File: src/rtl/toggle_pulse_gen_if.sv
// Button-side bundle of the toggle pulse generator: raw button in,
// debounced level, toggle pulse, busy flag and press counter out.
interface toggle_pulse_gen_if #(
  parameter int CNT_WIDTH = 8
);
  logic                 btn_in;
  logic                 t_out;
  logic                 btn_stable;
  logic                 busy;
  logic [CNT_WIDTH-1:0] press_count;

  modport master (
    output btn_in,
    input  t_out,
    input  btn_stable,
    input  busy,
    input  press_count
  );

  modport slave (
    input  btn_in,
    output t_out,
    output btn_stable,
    output busy,
    output press_count
  );
endinterface

File: src/rtl/toggle_pulse_gen.sv
// Synchronises and debounces a raw push-button, emitting one registered
// t_out pulse per accepted press and counting accepted presses.
module toggle_pulse_gen #(
  parameter int SYNC_STAGES     = 2,
  parameter int DEBOUNCE_CYCLES = 4,
  parameter int CNT_WIDTH       = 8
) (
  input  logic           clk,
  input  logic           reset,
  toggle_pulse_gen_if.slave bus
);

  localparam int DCNT_W = $clog2(DEBOUNCE_CYCLES + 1);
  localparam logic [DCNT_W-1:0] DCNT_LAST = DCNT_W'(DEBOUNCE_CYCLES - 1);

  typedef enum logic [1:0] {
    IDLE         = 2'd0,
    PRESS_WAIT   = 2'd1,
    HELD         = 2'd2,
    RELEASE_WAIT = 2'd3
  } state_t;

  logic [SYNC_STAGES-1:0] r_sync;
  logic                   w_sync;

  state_t                 r_state;
  state_t                 w_state_nxt;
  logic [DCNT_W-1:0]      r_dcnt;
  logic [DCNT_W-1:0]      w_dcnt_nxt;
  logic                   r_t_out;
  logic                   w_t_out_nxt;
  logic                   r_btn_stable;
  logic                   w_btn_stable_nxt;
  logic                   r_busy;
  logic                   w_busy_nxt;
  logic [CNT_WIDTH-1:0]   r_press_count;
  logic [CNT_WIDTH-1:0]   w_press_count_nxt;

  always_ff @(posedge clk or posedge reset) begin
    if (reset) begin
      r_sync <= '0;
    end else begin
      r_sync <= {r_sync[SYNC_STAGES-2:0], bus.btn_in};
    end
  end

  assign w_sync = r_sync[SYNC_STAGES-1];

  always_ff @(posedge clk or posedge reset) begin
    if (reset) begin
      r_state       <= IDLE;
      r_dcnt        <= '0;
      r_t_out       <= 1'b0;
      r_btn_stable  <= 1'b0;
      r_busy        <= 1'b0;
      r_press_count <= '0;
    end else begin
      r_state       <= w_state_nxt;
      r_dcnt        <= w_dcnt_nxt;
      r_t_out       <= w_t_out_nxt;
      r_btn_stable  <= w_btn_stable_nxt;
      r_busy        <= w_busy_nxt;
      r_press_count <= w_press_count_nxt;
    end
  end

  // Any opposite sample inside a wait window returns to the settled state
  // it came from without a pulse.
  always_comb begin
    w_state_nxt       = r_state;
    w_dcnt_nxt        = r_dcnt;
    w_t_out_nxt       = 1'b0;
    w_btn_stable_nxt  = r_btn_stable;
    w_press_count_nxt = r_press_count;
    case (r_state)
      IDLE: begin
        if (w_sync) begin
          w_state_nxt = PRESS_WAIT;
          w_dcnt_nxt  = '0;
        end
      end
      PRESS_WAIT: begin
        if (!w_sync) begin
          w_state_nxt = IDLE;
        end else if (r_dcnt == DCNT_LAST) begin
          w_state_nxt       = HELD;
          w_t_out_nxt       = 1'b1;
          w_btn_stable_nxt  = 1'b1;
          w_press_count_nxt = r_press_count + CNT_WIDTH'(1);
        end else begin
          w_dcnt_nxt = r_dcnt + DCNT_W'(1);
        end
      end
      HELD: begin
        if (!w_sync) begin
          w_state_nxt = RELEASE_WAIT;
          w_dcnt_nxt  = '0;
        end
      end
      RELEASE_WAIT: begin
        if (w_sync) begin
          w_state_nxt = HELD;
        end else if (r_dcnt == DCNT_LAST) begin
          w_state_nxt      = IDLE;
          w_btn_stable_nxt = 1'b0;
        end else begin
          w_dcnt_nxt = r_dcnt + DCNT_W'(1);
        end
      end
      default: begin
        w_state_nxt = IDLE;
      end
    endcase
    w_busy_nxt = (w_state_nxt == PRESS_WAIT) || (w_state_nxt == RELEASE_WAIT);
  end

  assign bus.t_out       = r_t_out;
  assign bus.btn_stable  = r_btn_stable;
  assign bus.busy        = r_busy;
  assign bus.press_count = r_press_count;

endmodule

File: src/flat_wrapper.sv
// flat-port wrapper written by rule: the top's interface ports become plain ports
module toggle_pulse_gen_flat 
#(
  parameter int SYNC_STAGES     = 2,
  parameter int DEBOUNCE_CYCLES = 4,
  parameter int CNT_WIDTH       = 8
)
  (clk, reset, bus_btn_in, bus_t_out, bus_btn_stable, bus_busy, bus_press_count);
  toggle_pulse_gen_if #(.CNT_WIDTH(CNT_WIDTH)) bus_i ();
  input  logic clk;
  input  logic reset;
  input wire logic [$bits(bus_i.btn_in)-1:0] bus_btn_in;
  output wire logic [$bits(bus_i.t_out)-1:0] bus_t_out;
  output wire logic [$bits(bus_i.btn_stable)-1:0] bus_btn_stable;
  output wire logic [$bits(bus_i.busy)-1:0] bus_busy;
  output wire logic [$bits(bus_i.press_count)-1:0] bus_press_count;
  assign bus_i.btn_in = bus_btn_in;
  assign bus_t_out = bus_i.t_out;
  assign bus_btn_stable = bus_i.btn_stable;
  assign bus_busy = bus_i.busy;
  assign bus_press_count = bus_i.press_count;
  toggle_pulse_gen #(.SYNC_STAGES(SYNC_STAGES), .DEBOUNCE_CYCLES(DEBOUNCE_CYCLES), .CNT_WIDTH(CNT_WIDTH)) u_core (.clk(clk), .reset(reset), .bus(bus_i));
endmodule
File: config.mk
export PLATFORM = sky130hd
export DESIGN_NAME = toggle_pulse_gen_flat
export DESIGN_NICKNAME = d
export VERILOG_FILES = /design/src/rtl/toggle_pulse_gen_if.sv /design/src/rtl/toggle_pulse_gen.sv /design/src/flat_wrapper.sv
export SDC_FILE = /design/constraint.sdc
export NUM_CORES = 1
export LEC_CHECK = 0
export CAP_MARGIN = 30
export CORE_MARGIN = 2
export CORE_UTILIZATION = 49
export CTS_CLUSTER_SIZE = 30
export DETAILED_ROUTE_END_ITERATION = 10
export PLACE_DENSITY = 0.71
export RECOVER_POWER = 50
export REMOVE_ABC_BUFFERS = 1
export SETUP_SLACK_MARGIN = 0.15
export SYNTH_ARGS = -nofsm -noshare
export SYNTH_HDL_FRONTEND = slang
export SYNTH_SLANG_ARGS = --single-unit
export TNS_END_PERCENT = 20
File: constraint.sdc
create_clock -name clk -period 1.73 [get_ports clk]
set_input_delay 0.4325 -clock clk [delete_from_list [all_inputs] [get_ports clk]]
set_output_delay 0.4325 -clock clk [all_outputs]
set_load 0.01 [all_outputs]
==> results of run 1 <==
## per-layer routing
layer / GRT usage / up-vias
met5: 0 / -
met4: 0.109 / 0
li1: - / 257
met2: 0.188 / 11
met3: 0.0292 / 2
met1: 0.204 / 229
## cells in the final DEF, fill, tap and decap left out, drive strengths merged
cell type and instances:
dfrtp 18, nand2 9, buf 8, clkdlybuf4s50 7
xnor2 5, inv 4, clkbuf 4, xor2 3
ha 3, nor3 2, mux2 2, a21oi 2
mux2i 2, o21ai 2, nand4 2, dlygate4sd3 2
dlymetal6s2s 2, dlygate4sd2 2, nand4b 1, nand3 1
nor4 1, or2b 1, a31oi 1, nor2b 1
## through the flow
stage               power (mW)  worst slack, ns
floorplan                0.814            0.203
global placement         0.948            0.222
detailed placement       0.955            0.186
CTS                       1.18           0.0296
global route              1.24           0.0610
finish                    1.15            0.106
## flip-flops by register name, summed over array words and instances (netlist names)
signal,cells
u_core.r_sync,2
u_core.bus.t_out,1
u_core.bus.busy,1
u_core.r_dcnt,3
u_core.r_state,2
u_core.bus.btn_stable,1
u_core.bus.press_count,8
## power groups by stage
stage	logic, mW	clock network, mW	registers (mW)
CTS	0.390	0.208	0.587
global placement	0.337	0	0.612
global route	0.420	0.224	0.598
finish	0.378	0.193	0.582
floorplan	0.204	0	0.610
detailed placement	0.341	0	0.613
## cell families after synthesis
group                      share of synthesized area
AOI/OAI and AO/OA                             0.0392
xor gates and xnor gates                      0.0915
and+or+nand+nor                                0.157
buffers and inverters                         0.0196
muxes                                         0.0556
adders and majority gates                     0.0490
DFF                                            0.588
## final cells by class
| type | instances | area share |
|---|---|---|
| multi-input combinational | 38 | 0.296 |
| sequential | 18 | 0.450 |
| clock buffer | 3 | 0.0225 |
| timing repair buffer | 22 | 0.196 |
| inverter | 4 | 0.0150 |
| tap | 16 | 0.0200 |
## cell usage after synthesis, types with 2 or more instances
| master | n | area share |
|---|---|---|
| dfrtp_1 | 18 | 0.59 |
| nand2_1 | 9 | 0.044 |
| xnor2_1 | 5 | 0.057 |
| inv_1 | 4 | 0.020 |
| ha_1 | 3 | 0.049 |
| xor2_1 | 3 | 0.034 |
| mux2_2 | 2 | 0.029 |
| mux2i_1 | 2 | 0.026 |
| nand4_1 | 2 | 0.016 |
| nor3_1 | 2 | 0.013 |
| o21ai_0 | 2 | 0.013 |
## worst paths after layout
kind                                      startpoint                   endpoint  slack (ns)  cells past startpoint
setup / recovery           u_core.bus.press_count[1]         bus_press_count[1]        0.11                      1
hold reg to reg                     u_core.r_sync[0]           u_core.r_sync[1]        0.36                      0
min in group asynchronous                      reset           u_core.r_sync[0]        0.85                      3
setup reg to reg                    u_core.r_dcnt[0]           u_core.r_dcnt[0]        0.17                      4
max in group asynchronous                      reset  u_core.bus.press_count[4]        0.32                      3
hold / removal                      u_core.r_sync[0]           u_core.r_sync[1]        0.36                      0
## repair_timing
| item | CTS | global route |
|---|---|---|
| setup endpoints to repair | 11 | 17 |
| gates resized for setup | 2 | 4 |
| pin swaps | 0 | 1 |
| buffers inserted | 3 | 4 |
| cloned | 0 | 0 |
==> results.txt, run 1 <==
status -> complete, no violations
worst-margin pin slew -> 0.932 ns
Die W -> 43.5 µm
drt wl/cell -> 11.2 µm
number of port buffers -> 13
synth warn -> 0
clk slew on worst S/H paths -> 0.09 ns
CTS tree -> done
CP delay by family, top -> buffers and inverters
Row Count -> 14
first-pass GRT wire length -> 1.94 mm
Pins Over Slew Limit -> 0
Reg power frac -> 0.505
Storage cell area -> 450 µm²
slowest CP cell -> clkdlybuf4s50_1
initial antenna violation count -> 0
Final Util -> 0.672
Mapped Cells -> 60
Hold Vio Cnt, Final -> 0
Sw Pwr -> 0.345 mW
Hold Crit Class -> reg2reg
Metal-1 WL -> 573 µm
H-tree levels -> 1
worst-path cell chain -> clkdlybuf4s50_1
Placed Cells -> 91
Leak -> 0.552 nW
fin nets -> 93
Core Area -> 1490 µm²
multi-input logic area -> 297 µm²
Critical path buffers and inverters -> 1
Antenna Nets Post-Route -> 0
Worst Path Arrival -> 1.19 ns
DP Wirelength -> 816 µm
vias -> 499
RSZ-0062 raised after global routing -> true
number of flops mapped to enable cells by yosys -> 0
vias in the first global route -> 438
clock share of power -> 0.168
Vias/cell -> 4.94
worst hold slack -> 0.359 ns
total of max-cap violations -> 0
largest net degree at the start of global routing -> 19
synthesized area -> 766 µm²
root buf cell -> clkbuf_4
Final Instance Area -> 1000 µm²
Power Dens Cells -> 1150 nW/µm²
Setup TNS Final -> 0 ns
Worst Setup Start Kind -> flop
Diodes inserted -> 0
Max Used Layer -> met4
Final setup viols -> 0
CTS Buffer Depth -> 2
hold_buf cts -> 0
I/O Pins -> 14
number of distinct library cells after synthesis -> 19
Post-Route WL -> 1.13 mm
period utilisation layout -> 0.938
crit path capture type -> output port
fraction of layout cells with a size suffix above 1 -> 0.176
Area Growth Syn to Fin -> 30.7%
register bit total from synthesis -> 18
fillers -> 121
sequential share of the synthesized area -> 0.588
First DRT Iteration DRCs -> 16
Worst-Skew Late Latency -> 0.28 ns
gr ovfl total -> 0
Min Clock Period, post-route -> 1.62 ns
post-synthesis async set-or-reset flop share -> 1.00
GP Congestion -> 0.721
crit path max fanout -> 2
Cell Int Power -> 0.808 mW
logic gate share of total power -> 0.328
worst vdd ir -> 0.685 mV
clock skew -> 0.00170 ns
Sink Count -> 18
average size of a mapped cell -> 12.8 µm²
Inserted Clock Buffers -> 3
Tot GR Track Use -> 0.143
met3 wire len -> 49 µm
Max stage delay on crit path -> 0.55 ns
Max Fclk -> 616 MHz
die area -> 1890 µm²
CP required -> 1.30 ns
Top FF cell, synth -> dfrtp_1
max_slew headroom -> 0.379
DRC -> 0
Sw Ratio -> 0.299
DP Area -> 931 µm²
Die Y -> 43.5 µm
Setup Crit Path Kind -> reg2out
routed wl met2 -> 502 µm
Initial Util -> 0.514
non-filler cells, final -> 101
first drt pass iteration count -> 4
Note: power is estimated with default switching activity, not from simulation.
==> inputs of run 2 (changes only) <==
--- a/config.mk
+++ b/config.mk
@@ -10,6 +10,7 @@
 export CORE_UTILIZATION = 49
 export CTS_CLUSTER_SIZE = 30
 export DETAILED_ROUTE_END_ITERATION = 10
+export HOLD_SLACK_MARGIN = 0.03
 export PLACE_DENSITY = 0.71
 export RECOVER_POWER = 50
 export REMOVE_ABC_BUFFERS = 1
==> results of run 2 <==
Same layout as run 1: the final DEF is identical, and so are final timing and power.
==> inputs of run 3 (changes only) <==
--- a/config.mk
+++ b/config.mk
@@ -7,11 +7,13 @@
 export LEC_CHECK = 0
 export CAP_MARGIN = 30
 export CORE_MARGIN = 2
-export CORE_UTILIZATION = 49
+export CORE_UTILIZATION = 52
+export CTS_BUF_LIST = sky130_fd_sc_hd__clkbuf_4
 export CTS_CLUSTER_SIZE = 30
 export DETAILED_ROUTE_END_ITERATION = 10
+export GPL_ROUTABILITY_DRIVEN = 0
 export HOLD_SLACK_MARGIN = 0.03
-export PLACE_DENSITY = 0.71
+export PLACE_DENSITY = 0.75
 export RECOVER_POWER = 50
 export REMOVE_ABC_BUFFERS = 1
 export SETUP_SLACK_MARGIN = 0.15
==> run 3 against run 2 <==
Count of clock-buffer cells in the layout unchanged. Cell count is 2.0% lower. Wire length increased by 9.5%. Critical path type unchanged. Largest cell class unchanged. Largest power group unchanged. Highest routed layer unchanged.
==> results.txt, run 3 (synthesized netlist as in run 1, its figures left out) <==
I/O Pins -> 14 (unchanged)
vias in the first global route -> 500 (+14%)
Hold Vio Cnt, Final -> 0 (unchanged)
Worst Path Arrival -> 1.18 ns (about the same)
vias -> 509 (+2.0%)
drt wl/cell -> 12.5 µm (+12%)
root buf cell -> clkbuf_4
crit path max fanout -> 3 (+1)
Area Growth Syn to Fin -> 29.9%
max reg flops -> 8 (unchanged)
Critical path buffers and inverters -> 1 (unchanged)
most frequent cells in the layout -> dfrtp_1 (18), nand2_1 (9), clkdlybuf4s50_1 (9), buf_4 (7), xnor2_1 (5)
max_slew headroom -> 0.386 (+0.00745)
Pins Over Slew Limit -> 0 (unchanged)
worst vdd ir -> 0.919 mV (+34%)
DRC -> 0 (unchanged)
CP delay by family, top -> buffers and inverters
Row Count -> 13 (-1)
Worst R2R Path Depth -> 4 (unchanged)
die area -> 1800 µm² (-5.2%)
worst-margin pin slew -> 0.921 ns (-0.0112 ns)
First DRT Iteration DRCs -> 13 (-3)
hold depth -> 0 (unchanged)
Worst-Skew Late Latency -> 0.28 ns (about the same)
Hold Crit Class -> reg2reg
Setup Crit Path Kind -> reg2out
worst hold slack -> 0.362 ns (+0.00290 ns)
RSZ-0062 raised after global routing -> true
largest net degree at the start of global routing -> 19 (unchanged)
Max stage delay on crit path -> 0.54 ns (about the same)
CTS tree -> done
initial antenna violation count -> 0 (unchanged)
first drt pass iteration count -> 4 (unchanged)
Die Y -> 42.4 µm (-2.7%)
setup slack, reg-to-reg -> 0.18 ns (about the same)
Setup TNS Final -> 0 ns (unchanged)
total of max-cap violations -> 0 (unchanged)
Leak -> 0.529 nW (-4.2%)
status -> complete, no violations
fin nets -> 92 (-1.1%)
slowest CP cell -> clkdlybuf4s50_1
Sink Count -> 18 (unchanged)
worst-path cell chain -> clkdlybuf4s50_1
Die W -> 42.4 µm (-2.7%)
CP required -> 1.30 ns (about the same)
Max Fclk -> 619 MHz (+0.53%)
H-tree levels -> 1 (unchanged)
Post-Route WL -> 1.24 mm (+9.5%)
fillers -> 96 (-21%)
Min Clock Period, post-route -> 1.61 ns (-0.00851 ns)
period utilisation layout -> 0.934 (-0.00492)
Inserted Clock Buffers -> 3 (unchanged)
Diodes inserted -> 0 (unchanged)
Core Area -> 1330 µm² (-10%)
clk slew on worst S/H paths -> 0.10 ns (about the same)
Initial Util -> 0.574 (+0.0598)
CP Launch Point -> u_core.bus.btn_stable
Final setup viols -> 0 (unchanged)
hold_sp -> u_core.r_sync[0]
CTS Buffer Depth -> 2 (unchanged)
Tot GR Track Use -> 0.161 (+0.0185)
Worst Setup Start Kind -> flop
RR Startpoint -> u_core.r_dcnt[0]
Antenna Nets Post-Route -> 0 (unchanged)
hold_buf cts -> 0 (unchanged)
first-pass GRT wire length -> 2.15 mm (+11%)
crit path capture type -> output port
number of port buffers -> 13 (unchanged)
gr ovfl total -> 0 (unchanged)
most common cell after layout, fill and taps aside -> dfrtp_1
Levels on crit path -> 1 (unchanged)
clock skew -> 0.00830 ns (+0.00660 ns)
Power Dens Cells -> 1170 nW/µm² (+1.7%)
fraction of layout cells with a size suffix above 1 -> 0.179 (+0.00210)
Vias/cell -> 5.14 (+4.1%)
==> run 3: metal layers <==
layer | GRT usage | routed length [µm]
met1 | 0.209 | 601
met2 | 0.258 | 566
met3 | 0.0302 | 59
met4 | 0.0750 | 14
met5 | 0 | 0
==> run 3: final cells by class <==
cell class / count / area, µm² / area share
multi-input combinational: 38 / 302 / 0.303
sequential: 18 / 450 / 0.453
tap: 15 / 18.8 / 0.0189
inverter: 4 / 15.0 / 0.0151
clock buffer: 3 / 22.5 / 0.0226
timing repair buffer: 21 / 186 / 0.187
==> run 3: power breakdown <==
part / internal (mW) / switching [mW]
clock: 0.0806 / 0.115
combinational: 0.218 / 0.170
sequential: 0.510 / 0.0723
total: 0.808 / 0.357
==> run 3: final timing paths <==
kind                                     end
hold reg to reg             u_core.r_sync[1]
max in group asynchronous  u_core.r_state[0]
setup / recovery              bus_btn_stable
hold / removal              u_core.r_sync[1]
min in group asynchronous   u_core.r_sync[1]
setup reg to reg            u_core.r_dcnt[0]
==> run 3: metrics by stage <==
stage | worst slack, ns | cells | total power [mW] | utilization | area [µm²]
floorplan | 0.203 | 60 | 0.814 | - | 766
global placement | 0.215 | 90 | 0.947 | 0.697 | 930
detailed placement | 0.194 | 90 | 0.961 | 0.697 | 930
CTS | 0.0824 | 99 | 1.19 | 0.746 | 995
global route | 0.0704 | 99 | 1.24 | 0.746 | 995
finish | 0.115 | 99 | 1.17 | 0.746 | 995
==> run 3: repair_timing <==
item / 4_1_cts / 5_1_grt
pin swaps: 0 / 1
resized for setup: 2 / 4
buffers inserted: 6 / 0
endpoints found under the setup margin: 11 / 15
